$ cat config.mk
export PLATFORM = sky130hd
export DESIGN_NAME = envelope_sample_scaler
export DESIGN_NICKNAME = d
export VERILOG_FILES = /design/src/rtl/envelope_sample_scaler.sv
export SDC_FILE = /design/constraint.sdc
export NUM_CORES = 1
export LEC_CHECK = 0
export ABC_AREA = 1
export ABC_CLOCK_PERIOD_IN_PS = 4090
export BUFFER_PORTS_ARGS = -buffer_cell sky130_fd_sc_hd__buf_2
export CAP_MARGIN = 20
export CORE_MARGIN = 10
export CORE_UTILIZATION = 45
export DETAILED_ROUTE_END_ITERATION = 10
export GPL_TIMING_DRIVEN = 0
export PLACE_DENSITY = 0.77
export SKIP_CTS_REPAIR_TIMING = 1
export SLEW_MARGIN = 0
export SYNTH_ARGS = -nofsm -noshare
export SYNTH_HDL_FRONTEND = slang
export SYNTH_SLANG_ARGS = --single-unit
$ cat constraint.sdc
create_clock -name clock -period 4.09 [get_ports clock]
set_clock_uncertainty 0.1 [all_clocks]
set_input_delay 0.2045 -clock clock [delete_from_list [all_inputs] [get_ports clock]]
set_output_delay 0.2045 -clock clock [all_outputs]
set_load 0.005 [all_outputs]
$ cat src/rtl/envelope_sample_scaler.sv
// -----------------------------------------------------------------------------
// envelope_sample_scaler
//
// Applies the envelope attenuation from the decay shift stage to a signed
// sample stream. The applied shift (cur_shift) glides one step toward
// shift_amount per accepted sample, which avoids zipper noise. One output
// sample is buffered behind a valid/ready handshake, so the block has
// 1-cycle latency and full throughput.
//
// Optional build macro: SCALER_ROUNDING_EN
//   defined     : out = (in + 2^(s-1)) >>> s for s > 0, rounding half toward
//                 +inf, with saturation to the positive full-scale value
//   not defined : plain arithmetic shift (rounds toward -inf), no adder
//
// Ports
//   clock        in   system clock, rising edge
//   reset        in   asynchronous active-high reset, clears all state
//   mute         in   forces out_sample=0 and full attenuation on accept
//   shift_amount in   target attenuation
//   done         in   decay shift stage has reached its target
//   in_sample    in   signed input sample
//   in_valid     in   in_sample valid
//   in_ready     out  scaler can accept in_sample this cycle
//   out_sample   out  attenuated signed sample
//   out_valid    out  out_sample valid
//   out_ready    in   downstream accepts out_sample this cycle
//   cur_shift    out  shift currently applied
//   settled      out  registered: done && cur_shift == shift_amount && !mute
// -----------------------------------------------------------------------------
module envelope_sample_scaler #(
    parameter int DATA_W  = 16,
    parameter int SHIFT_W = 4
) (
    input  logic                     clock,
    input  logic                     reset,
    input  logic                     mute,
    input  logic [SHIFT_W-1:0]       shift_amount,
    input  logic                     done,
    input  logic signed [DATA_W-1:0] in_sample,
    input  logic                     in_valid,
    output logic                     in_ready,
    output logic signed [DATA_W-1:0] out_sample,
    output logic                     out_valid,
    input  logic                     out_ready,
    output logic [SHIFT_W-1:0]       cur_shift,
    output logic                     settled
);

    localparam logic [SHIFT_W-1:0] SHIFT_MAX = '1;

    logic                     accept;
    logic signed [DATA_W-1:0] scaled;
    logic [SHIFT_W-1:0]       next_shift;

    // The output register can take a new sample whenever it is empty or
    // is being drained this same cycle.
    assign in_ready = !out_valid || out_ready;
    assign accept   = in_valid && in_ready;

`ifdef SCALER_ROUNDING_EN
    // One extra bit of headroom so the rounding add cannot wrap.
    localparam logic signed [DATA_W:0] SAT_MAX = (DATA_W+1)'((2 ** (DATA_W-1)) - 1);

    logic signed [DATA_W:0] wide;
    logic signed [DATA_W:0] rnd;
    logic signed [DATA_W:0] sum;
    logic signed [DATA_W:0] shifted;

    always_comb begin
        wide    = {in_sample[DATA_W-1], in_sample};
        rnd     = '0;
        sum     = wide;
        shifted = wide;
        scaled  = in_sample;
        if (cur_shift != '0) begin
            rnd     = $signed({{DATA_W{1'b0}}, 1'b1} << (cur_shift - 1'b1));
            sum     = wide + rnd;
            shifted = sum >>> cur_shift;
            if (shifted > SAT_MAX)
                scaled = SAT_MAX[DATA_W-1:0];
            else
                scaled = $signed(shifted[DATA_W-1:0]);
        end
    end
`else
    always_comb begin
        scaled = in_sample >>> cur_shift;
    end
`endif

    // Glide one step toward the target; mute jumps straight to full
    // attenuation. The target never exceeds SHIFT_MAX, so steps cannot wrap.
    always_comb begin
        next_shift = cur_shift;
        if (mute)
            next_shift = SHIFT_MAX;
        else if (cur_shift < shift_amount)
            next_shift = cur_shift + 1'b1;
        else if (cur_shift > shift_amount)
            next_shift = cur_shift - 1'b1;
    end

    always_ff @(posedge clock or posedge reset) begin
        if (reset) begin
            out_sample <= '0;
            out_valid  <= 1'b0;
            cur_shift  <= '0;
            settled    <= 1'b0;
        end else begin
            if (accept) begin
                // A simultaneous handoff and accept simply overwrites the
                // register, so out_valid stays high with no bubble.
                out_sample <= mute ? '0 : scaled;
                out_valid  <= 1'b1;
                cur_shift  <= next_shift;
            end else if (out_ready) begin
                out_valid  <= 1'b0;
            end
            settled <= done && (cur_shift == shift_amount) && !mute;
        end
    end

endmodule

==> qor.csv, run 1 <==
metric;value;unit
status;complete, but fails checks;
violations in the final reports;hold timing;
number of buffers created by CTS;3;
final WL;4.52;mm
pin count of the biggest net entering global routing;23;
number of DRC violations after detailed-routing iteration 0;109;
Setup TNS Final;0;ps
DRT antenna net count;0;
endpoints failing hold;22;
die height;82.1;um
Total Die Area;6740;um2
min-delay worst type;in -> async;
maximum clock frequency;405;MHz
highest-count cells in the layout ignoring fill and taps;sky130_fd_sc_hd__nand2_1, sky130_fd_sc_hd__nand3_1, sky130_fd_sc_hd__buf_2;
CP arrival;2560;ps
CP max stage delay;420;ps
number of antenna cells inserted;0;
GRT Overall Usage;0.140;
Worst Max-Slew Pin Slew;797;ps
worst slew margin relative to its limit;0.468;
pre-CTS setup slack;1650;ps
count of fill cells added during filler insertion;387;
gate family responsible for the most delay along the worst path;simple AND/OR/NAND/NOR gates;
number of flip-flops and latches in the synthesized netlist;22;
final period utilization;0.603;
wire length of the first global-routing pass;7.75;mm
leftover overflow at the end of global routing;0;
number of max-slew violations in the final report;0;
total of max-cap violations;0;
net count after synthesis;301;
antenna violations before repair;0;
Detailed Routing Iterations Pass 1;4;
WP data required;4180;ps
area growth from synthesis to layout;21.4;%
number of port buffers;48;
kind of start point of the critical path;register;
Initial Utilization;0.471;
drc violations;0;
via count of the first global-routing pass;1875;
CTS sink count;22;
deepest clock path buffer count;2;
Hold WS;-18.9;ps
CTS tree;built;
DPL Wire Length;3.75;mm
Final Setup Violations;0;
cell type of the slowest stage on the worst timing path;sky130_fd_sc_hd__dfrtp_1;
number of placed I/O pins;49;
PnR Total Power;1.46;mW
horizontal die dimension;82.1;um
cell depth of the worst setup path;17;
htree depth;1;
DR vias;1874;
worst-case setup margin in the final layout;1620;ps
Core Box Area;3690;um2
count of nets after finishing;354;
Synthesis Warnings;0;
largest area contributor in the netlist;sky130_fd_sc_hd__dfrtp_1;
buffering stage count on the worst path with inverters included;5;
synthesized instance count;268;
Util after Layout;0.572;
kind of end point of the critical path;register;
wire length per cell;12.3;um
later-pin clock latency in the skew report;260;ps
RSZ-0062 raised after global routing;no;
area share of the largest cell type after synthesis;0.317;
number of library cell types mapped by synthesis;24;
top area cells in the synthesized netlist;sky130_fd_sc_hd__dfrtp_1, sky130_fd_sc_hd__nand2_1, sky130_fd_sc_hd__nand3_1;
root buffer selected by CTS;sky130_fd_sc_hd__clkbuf_8;
critical path's most frequent cell;sky130_fd_sc_hd__nand2_1;
post-route standard cell area excluding fillers;2110;um2
layout cells sized above 1;0.216;
average via count per standard cell;5.09;
Peak supply drop;347;uV
Worst Reg-to-Reg Cells;17;
cell area after technology mapping;1740;um2
largest fanout of any net on the critical path;10;
Leak Pwr;1.20;nW
num rows;22;
critical path start-end classification;reg -> reg;
gp weighted congestion;0.912;
average cell area after synthesis;6.48;um2
clock transition time at the flip-flop clock pins of the worst setup and hold paths;80;ps
area post-placement;2040;um2
CP Cell Sequence;buf_6 > inv_6 > buf_6 > ha_1 > inv_1 > nand2_1 > nand2_1 > nand2_1 > nand2_1 > ha_1 > nand2_1 > nand2_1 > nor2_1 > inv_1 > nand3_1 > nand2_1 > a21oi_1;
power density over the cells;693;nW/um2
Tmin final;2470;ps
part of the Yosys area used for sequential elements;0.317;
commonest non-fill, non-tap cell in the layout;sky130_fd_sc_hd__nand2_1;
area by class of cell:
cell class	instances	area [um2]	area share
multi-input combinational	219	1040	0.491
sequential	22	551	0.261
timing repair buffer	48	240	0.114
buffer	11	85.1	0.0404
inverter	16	65.1	0.0309
tap	48	60.1	0.0285
clock buffer	3	41.3	0.0196
clock inverter	1	30.0	0.0142
sequential cells by signal, summed over array words and instances (netlist names):
signal	count
out_valid	1
out_sample	16
cur_shift	4
settled	1
worst paths after layout:
kind / startpoint / to / slack [ps]
max: cur_shift[0] / cur_shift[3] / 1620
min: reset / out_sample[8] / -20
max reg2reg: cur_shift[0] / cur_shift[3] / 1620
min reg2reg: out_sample[4] / out_sample[4] / 380
max in group asynchronous: reset / cur_shift[2] / 3420
min in group clock: done / settled / 100
where the power goes:
| part | switching [mW] | internal (mW) |
|---|---|---|
| logic | 0.550 | 0.363 |
| registers | 0.0627 | 0.284 |
| clock network | 0.0701 | 0.131 |
Yosys cell counts:
cell type and count:
sky130_fd_sc_hd__fa_1 1, sky130_fd_sc_hd__clkbuf_1 2, sky130_fd_sc_hd__xnor2_1 1, sky130_fd_sc_hd__inv_1 13, sky130_fd_sc_hd__nand3_1 63, sky130_fd_sc_hd__nor3b_1 1, sky130_fd_sc_hd__buf_4 3, sky130_fd_sc_hd__nand2_2 1
sky130_fd_sc_hd__o21ai_0 4, sky130_fd_sc_hd__a21oi_1 4, sky130_fd_sc_hd__ha_1 6, sky130_fd_sc_hd__inv_6 1, sky130_fd_sc_hd__buf_6 4, sky130_fd_sc_hd__inv_2 1, sky130_fd_sc_hd__nor2_1 8, sky130_fd_sc_hd__a22o_1 1
sky130_fd_sc_hd__clkinv_1 1, sky130_fd_sc_hd__nand3b_1 1, sky130_fd_sc_hd__buf_2 2, sky130_fd_sc_hd__nand2_1 120, sky130_fd_sc_hd__nor2_4 1, sky130_fd_sc_hd__o21ai_1 3, sky130_fd_sc_hd__nand3_2 4, sky130_fd_sc_hd__dfrtp_1 22
layer usage:
layer	GRT usage	routed length, um
met1	0.170	1970
met2	0.235	2180
met3	0.0443	354
met4	0.0340	26
met5	0	0
through the flow:
| stage | cells | hold WS (ps) |
|---|---|---|
| 2_1_floorplan | 268 | 93.7 |
| 3_3_place_gp | 364 | 294 |
| 3_5_place_dp | 364 | 309 |
| 4_1_cts | 368 | 19.5 |
| 5_1_grt | 368 | 61.6 |
| 6_report | 368 | -18.9 |
cells by family after synthesis:
logic type               share of synthesized area
flip-flops                                   0.317
adder cells (fa/ha/maj)                     0.0548
AND/OR/NAND/NOR                              0.500
AO/OA/AOI/OAI                               0.0367
buffers and inverters                       0.0865
XOR/XNOR                                   0.00504
Power figures use the tool's default switching activity.
==> run 2, diff against run 1 <==
--- a/config.mk
+++ b/config.mk
@@ -6,14 +6,14 @@
 export NUM_CORES = 1
 export LEC_CHECK = 0
 export ABC_AREA = 1
-export ABC_CLOCK_PERIOD_IN_PS = 4090
+export ABC_CLOCK_PERIOD_IN_PS = 2000
 export BUFFER_PORTS_ARGS = -buffer_cell sky130_fd_sc_hd__buf_2
 export CAP_MARGIN = 20
 export CORE_MARGIN = 10
 export CORE_UTILIZATION = 45
 export DETAILED_ROUTE_END_ITERATION = 10
 export GPL_TIMING_DRIVEN = 0
-export PLACE_DENSITY = 0.77
+export PLACE_DENSITY = 0.79
 export SKIP_CTS_REPAIR_TIMING = 1
 export SLEW_MARGIN = 0
 export SYNTH_ARGS = -nofsm -noshare
==> constraint.sdc (replaced) <==
create_clock -name clock -period 2 [get_ports clock]
set_clock_uncertainty 0.1 [all_clocks]
set_input_delay 0.1 -clock clock [delete_from_list [all_inputs] [get_ports clock]]
set_output_delay 0.1 -clock clock [all_outputs]
set_load 0.005 [all_outputs]
==> qor.csv, run 2 (synthesis gave the netlist of run 1 again) <==
metric;value;unit
status;complete, but fails checks;
violations in the final reports;hold timing, setup timing;
clock transition time at the flip-flop clock pins of the worst setup and hold paths;90;ps
Final Setup Violations;2;
GRT Overall Usage;0.154;
num rows;22;
via count of the first global-routing pass;2091;
count of fill cells added during filler insertion;371;
Tmin final;2030;ps
total of max-cap violations;0;
area post-placement;2060;um2
final period utilization;1.02;
largest fanout of any net on the critical path;6;
number of buffers created by CTS;3;
count of nets after finishing;369;
register area;553;um2
footprint of the multi-input gates;1140;um2
pin count of the biggest net entering global routing;23;
Worst Max-Slew Pin Slew;821;ps
buffering stage count on the worst path with inverters included;1;
wire length per cell;13.5;um
DR vias;1995;
Finished Layout Cells;383;
cell type of the slowest stage on the worst timing path;sky130_fd_sc_hd__dfrtp_2;
root buffer selected by CTS;sky130_fd_sc_hd__clkbuf_8;
endpoints failing hold;1;
post-route standard cell area excluding fillers;2340;um2
number of placed I/O pins;49;
layout cells sized above 1;0.293;
met2 layer usage reported by global route;0.277;
min-delay worst type;in -> reg;
highest-count cells in the layout ignoring fill and taps;sky130_fd_sc_hd__nand2_1, sky130_fd_sc_hd__nand3_1, sky130_fd_sc_hd__buf_2;
register with the most flip-flops;out_sample;
CTS tree;built;
average via count per standard cell;5.21;
DPL Wire Length;3.88;mm
final WL;5.17;mm
global-route met1 utilization;0.172;
WP data required;2110;ps
number of max-slew violations in the final report;0;
pre-CTS setup slack;-268;ps
Leak Pwr;1.28;nW
horizontal die dimension;82.1;um
power density over the cells;1470;nW/um2
drc violations;0;
number of DRC violations after detailed-routing iteration 0;128;
Setup TNS Final;-59.3;ps
Peak supply drop;1010;uV
wire length of the first global-routing pass;8.54;mm
Detailed Routing Iterations Pass 1;4;
Util after Layout;0.634;
critical path start-end classification;reg -> reg;
kind of start point of the critical path;register;
worst-case setup margin in the final layout;-32.7;ps
gp weighted congestion;0.886;
area growth from synthesis to layout;34.7;%
global route hottest layer;met2;
M3 GR Usage;0.0421;
kind of end point of the critical path;register;
Hold WS;-15.2;ps
post-placement cell count;364;
later-pin clock latency in the skew report;270;ps
DRT antenna net count;0;
Total Die Area;6740;um2
CP arrival;2140;ps
Core Box Area;3690;um2
gate family responsible for the most delay along the worst path;simple AND/OR/NAND/NOR gates;
maximum clock frequency;492;MHz
antenna violations before repair;0;
commonest non-fill, non-tap cell in the layout;sky130_fd_sc_hd__nand2_1;
deepest clock path buffer count;2;
CTS sink count;22;
CP Cell Sequence;ha_4 > nand2_1 > nand2_1 > nand2_2 > nand2_4 > ha_4 > nand2_1 > nor2_1 > nor2_1 > inv_1 > nand3_1 > nand2_1 > a21oi_2;
number of antenna cells inserted;0;
htree depth;1;
number of port buffers;48;
worst slew margin relative to its limit;0.452;
flip-flop count of the largest register after layout;16;
die height;82.1;um
critical path's most frequent cell;sky130_fd_sc_hd__nand2_1;
RSZ-0062 raised after global routing;yes;
CP max stage delay;470;ps
leftover overflow at the end of global routing;0;
Initial Utilization;0.471;
registers with the most flip-flops;out_sample (16), cur_shift (4);
run 2: layout make-up:
type | instances | area share
inverter | 16 | 0.0310
buffer | 10 | 0.0316
timing repair buffer | 64 | 0.157
sequential | 22 | 0.236
clock buffer | 3 | 0.0177
multi-input combinational | 219 | 0.488
tap | 48 | 0.0257
clock inverter | 1 | 0.0128
run 2: final timing paths:
check / from / endpoint / slack [ps] / cells past startpoint
max in group asynchronous: reset / cur_shift[2] / 810 / 3
min in group asynchronous: reset / out_sample[15] / 430 / 3
hold reg to reg: out_sample[10] / out_sample[10] / 380 / 2
setup reg to reg: cur_shift[1] / cur_shift[3] / -30 / 13
setup / recovery: cur_shift[1] / cur_shift[3] / -30 / 13
hold / removal: done / settled / -20 / 2
run 2: where the power goes:
| group | internal (mW) | switching [mW] | total (mW) |
|---|---|---|---|
| sequential | 0.585 | 0.111 | 0.696 |
| combinational | 1.01 | 1.32 | 2.33 |
| clock | 0.268 | 0.160 | 0.428 |
| total | 1.86 | 1.59 | 3.45 |
run 2: per-stage QoR:
| stage | total power [mW] | hold slack, ps |
|---|---|---|
| 5_1_grt | 3.81 | 5.68 |
| 6_report | 3.45 | -15.2 |
| 3_3_place_gp | 2.61 | 189 |
| 2_1_floorplan | 2.14 | -10.8 |
| 4_1_cts | 3.10 | -91.4 |
| 3_5_place_dp | 2.66 | 202 |
run 2: worst reg2reg max path, stage by stage, from the launching register on:
cell and delay [ps]:
sky130_fd_sc_hd__dfrtp_2 470, sky130_fd_sc_hd__ha_4 290, sky130_fd_sc_hd__nand2_1 50, sky130_fd_sc_hd__nand2_1 70, sky130_fd_sc_hd__nand2_2 80, sky130_fd_sc_hd__nand2_4 120
sky130_fd_sc_hd__ha_4 220, sky130_fd_sc_hd__nand2_1 60, sky130_fd_sc_hd__nor2_1 40, sky130_fd_sc_hd__nor2_1 140, sky130_fd_sc_hd__inv_1 70, sky130_fd_sc_hd__nand3_1 90
sky130_fd_sc_hd__nand2_1 70, sky130_fd_sc_hd__a21oi_2 110
run 2: per-layer routing:
metal  share of wire  wire length, um
met5               0                0
met4           0.014               70
met3           0.096              494
met2            0.51             2610
met1            0.39             1990
==> run 3, diff against run 2 <==
--- a/config.mk
+++ b/config.mk
@@ -12,7 +12,6 @@
 export CORE_MARGIN = 10
 export CORE_UTILIZATION = 45
 export DETAILED_ROUTE_END_ITERATION = 10
-export GPL_TIMING_DRIVEN = 0
 export PLACE_DENSITY = 0.79
 export SKIP_CTS_REPAIR_TIMING = 1
 export SLEW_MARGIN = 0
==> qor.csv, run 3 (synthesis gave the netlist of run 1 again) <==
metric;value;unit
PnR Total Power;3.12;mW
largest fanout of any net on the critical path;4;
root buffer selected by CTS;sky130_fd_sc_hd__clkbuf_8;
antenna violations before repair;0;
leftover overflow at the end of global routing;0;
number of port buffers;48;
final WL;4.80;mm
DR vias;1902;
final period utilization;0.980;
footprint of the multi-input gates;1110;um2
via count of the first global-routing pass;1880;
clock transition time at the flip-flop clock pins of the worst setup and hold paths;80;ps
Core Box Area;3690;um2
layout cells sized above 1;0.248;
endpoints failing hold;0;
number of placed I/O pins;49;
horizontal die dimension;82.1;um
number of DRC violations after detailed-routing iteration 0;110;
count of fill cells added during filler insertion;364;
Total Die Area;6740;um2
CTS tree;built;
Worst Hold Path EP;out_valid;
number of max-slew violations in the final report;0;
flip-flop count of the largest register after layout;16;
later-pin clock latency in the skew report;260;ps
highest-count cells in the layout ignoring fill and taps;sky130_fd_sc_hd__nand2_1, sky130_fd_sc_hd__nand3_1, sky130_fd_sc_hd__buf_2;
average via count per standard cell;5.14;
endpoint of the lowest-slack register-to-register path;cur_shift[3];
commonest non-fill, non-tap cell in the layout;sky130_fd_sc_hd__nand2_1;
power density over the cells;1420;nW/um2
wire length of the first global-routing pass;8.08;mm
critical path start-end classification;reg -> reg;
instance count along the most critical hold path;4;
area growth from synthesis to layout;26.4;%
kind of end point of the critical path;register;
maximum clock frequency;510;MHz
Util after Layout;0.595;
register with the most flip-flops;out_sample;
CP arrival;2050;ps
die height;82.1;um
pin count of the biggest net entering global routing;23;
register area;551;um2
r2r startpoint;cur_shift[3];
count of nets after finishing;356;
drc violations;0;
wire length per cell;13.0;um
Worst Max-Slew Pin Slew;816;ps
Setup TNS Final;0;ps
min-delay worst type;in -> reg;
hold path start;out_ready;
Final Setup Violations;0;
total of max-cap violations;0;
status;completed;
kind of start point of the critical path;register;
DPL Wire Length;3.69;mm
num rows;22;
Detailed Routing Iterations Pass 1;5;
registers with the most flip-flops;out_sample (16), cur_shift (4);
Peak supply drop;738;uV
CTS sink count;22;
Initial Utilization;0.471;
WP data required;2090;ps
htree depth;1;
Tmin final;1960;ps
DRT antenna net count;0;
gp weighted congestion;0.863;
Leak Pwr;1.22;nW
GRT Overall Usage;0.145;
number of antenna cells inserted;0;
deepest clock path buffer count;2;
Worst Reg-to-Reg Cells;13;
number of buffers created by CTS;3;
post-route standard cell area excluding fillers;2200;um2
worst slew margin relative to its limit;0.455;
area post-placement;2030;um2
r2r setup slk;40;ps
==> run 3: per-layer routing <==
layer / vias up / track usage / wire, um
met2: 61 / 0.254 / 2330
met4: 0 / 0.0357 / 23
met3: 4 / 0.0346 / 404
met5: - / 0 / 0
met1: 859 / 0.175 / 2050
li1: 978 / - / -
==> run 3: worst max-delay path by stage <==
stage              endpoint    startpoint  slack, ps
3_3_place_gp   cur_shift[3]  cur_shift[3]         30
3_5_place_dp   cur_shift[3]  cur_shift[3]        -50
5_1_grt        cur_shift[3]  cur_shift[3]         -9
4_1_cts        cur_shift[3]  cur_shift[3]        -80
2_1_floorplan  cur_shift[3]  cur_shift[0]        -60
6_report       cur_shift[3]  cur_shift[3]         40
==> run 3: area by class of cell <==
type	instances	area share
clock inverter	1	0.0137
inverter	16	0.0296
sequential	22	0.251
multi-input combinational	219	0.504
tap	48	0.0274
clock buffer	3	0.0188
timing repair buffer	61	0.156
==> run 3: power breakdown <==
part | switching, mW | internal, mW | total [mW]
registers | 0.0893 | 0.581 | 0.670
clock network | 0.144 | 0.267 | 0.412
logic | 1.23 | 0.809 | 2.04
==> run 3: per-stage QoR <==
step           cells  setup slack, ps  hold slack [ps]
6_report         370             41.0             39.6
5_1_grt          370            -9.42             44.5
2_1_floorplan    268            -61.7            -10.8
3_3_place_gp     360             26.7              192
3_5_place_dp     360            -48.7              205
4_1_cts          364            -77.2            -84.2
==> run 3: critical path, cell delays in order, from the launching register on <==
cell	delay [ps]
sky130_fd_sc_hd__dfrtp_1	410
sky130_fd_sc_hd__ha_4	290
sky130_fd_sc_hd__nand2_2	60
sky130_fd_sc_hd__inv_1	80
sky130_fd_sc_hd__nand2_2	90
sky130_fd_sc_hd__nand2_4	100
sky130_fd_sc_hd__ha_1	230
sky130_fd_sc_hd__nand2_1	60
sky130_fd_sc_hd__nor2_1	30
sky130_fd_sc_hd__nor2_1	140
sky130_fd_sc_hd__inv_1	60
sky130_fd_sc_hd__nand3_1	70
sky130_fd_sc_hd__nand2_1	60
sky130_fd_sc_hd__a21oi_2	100
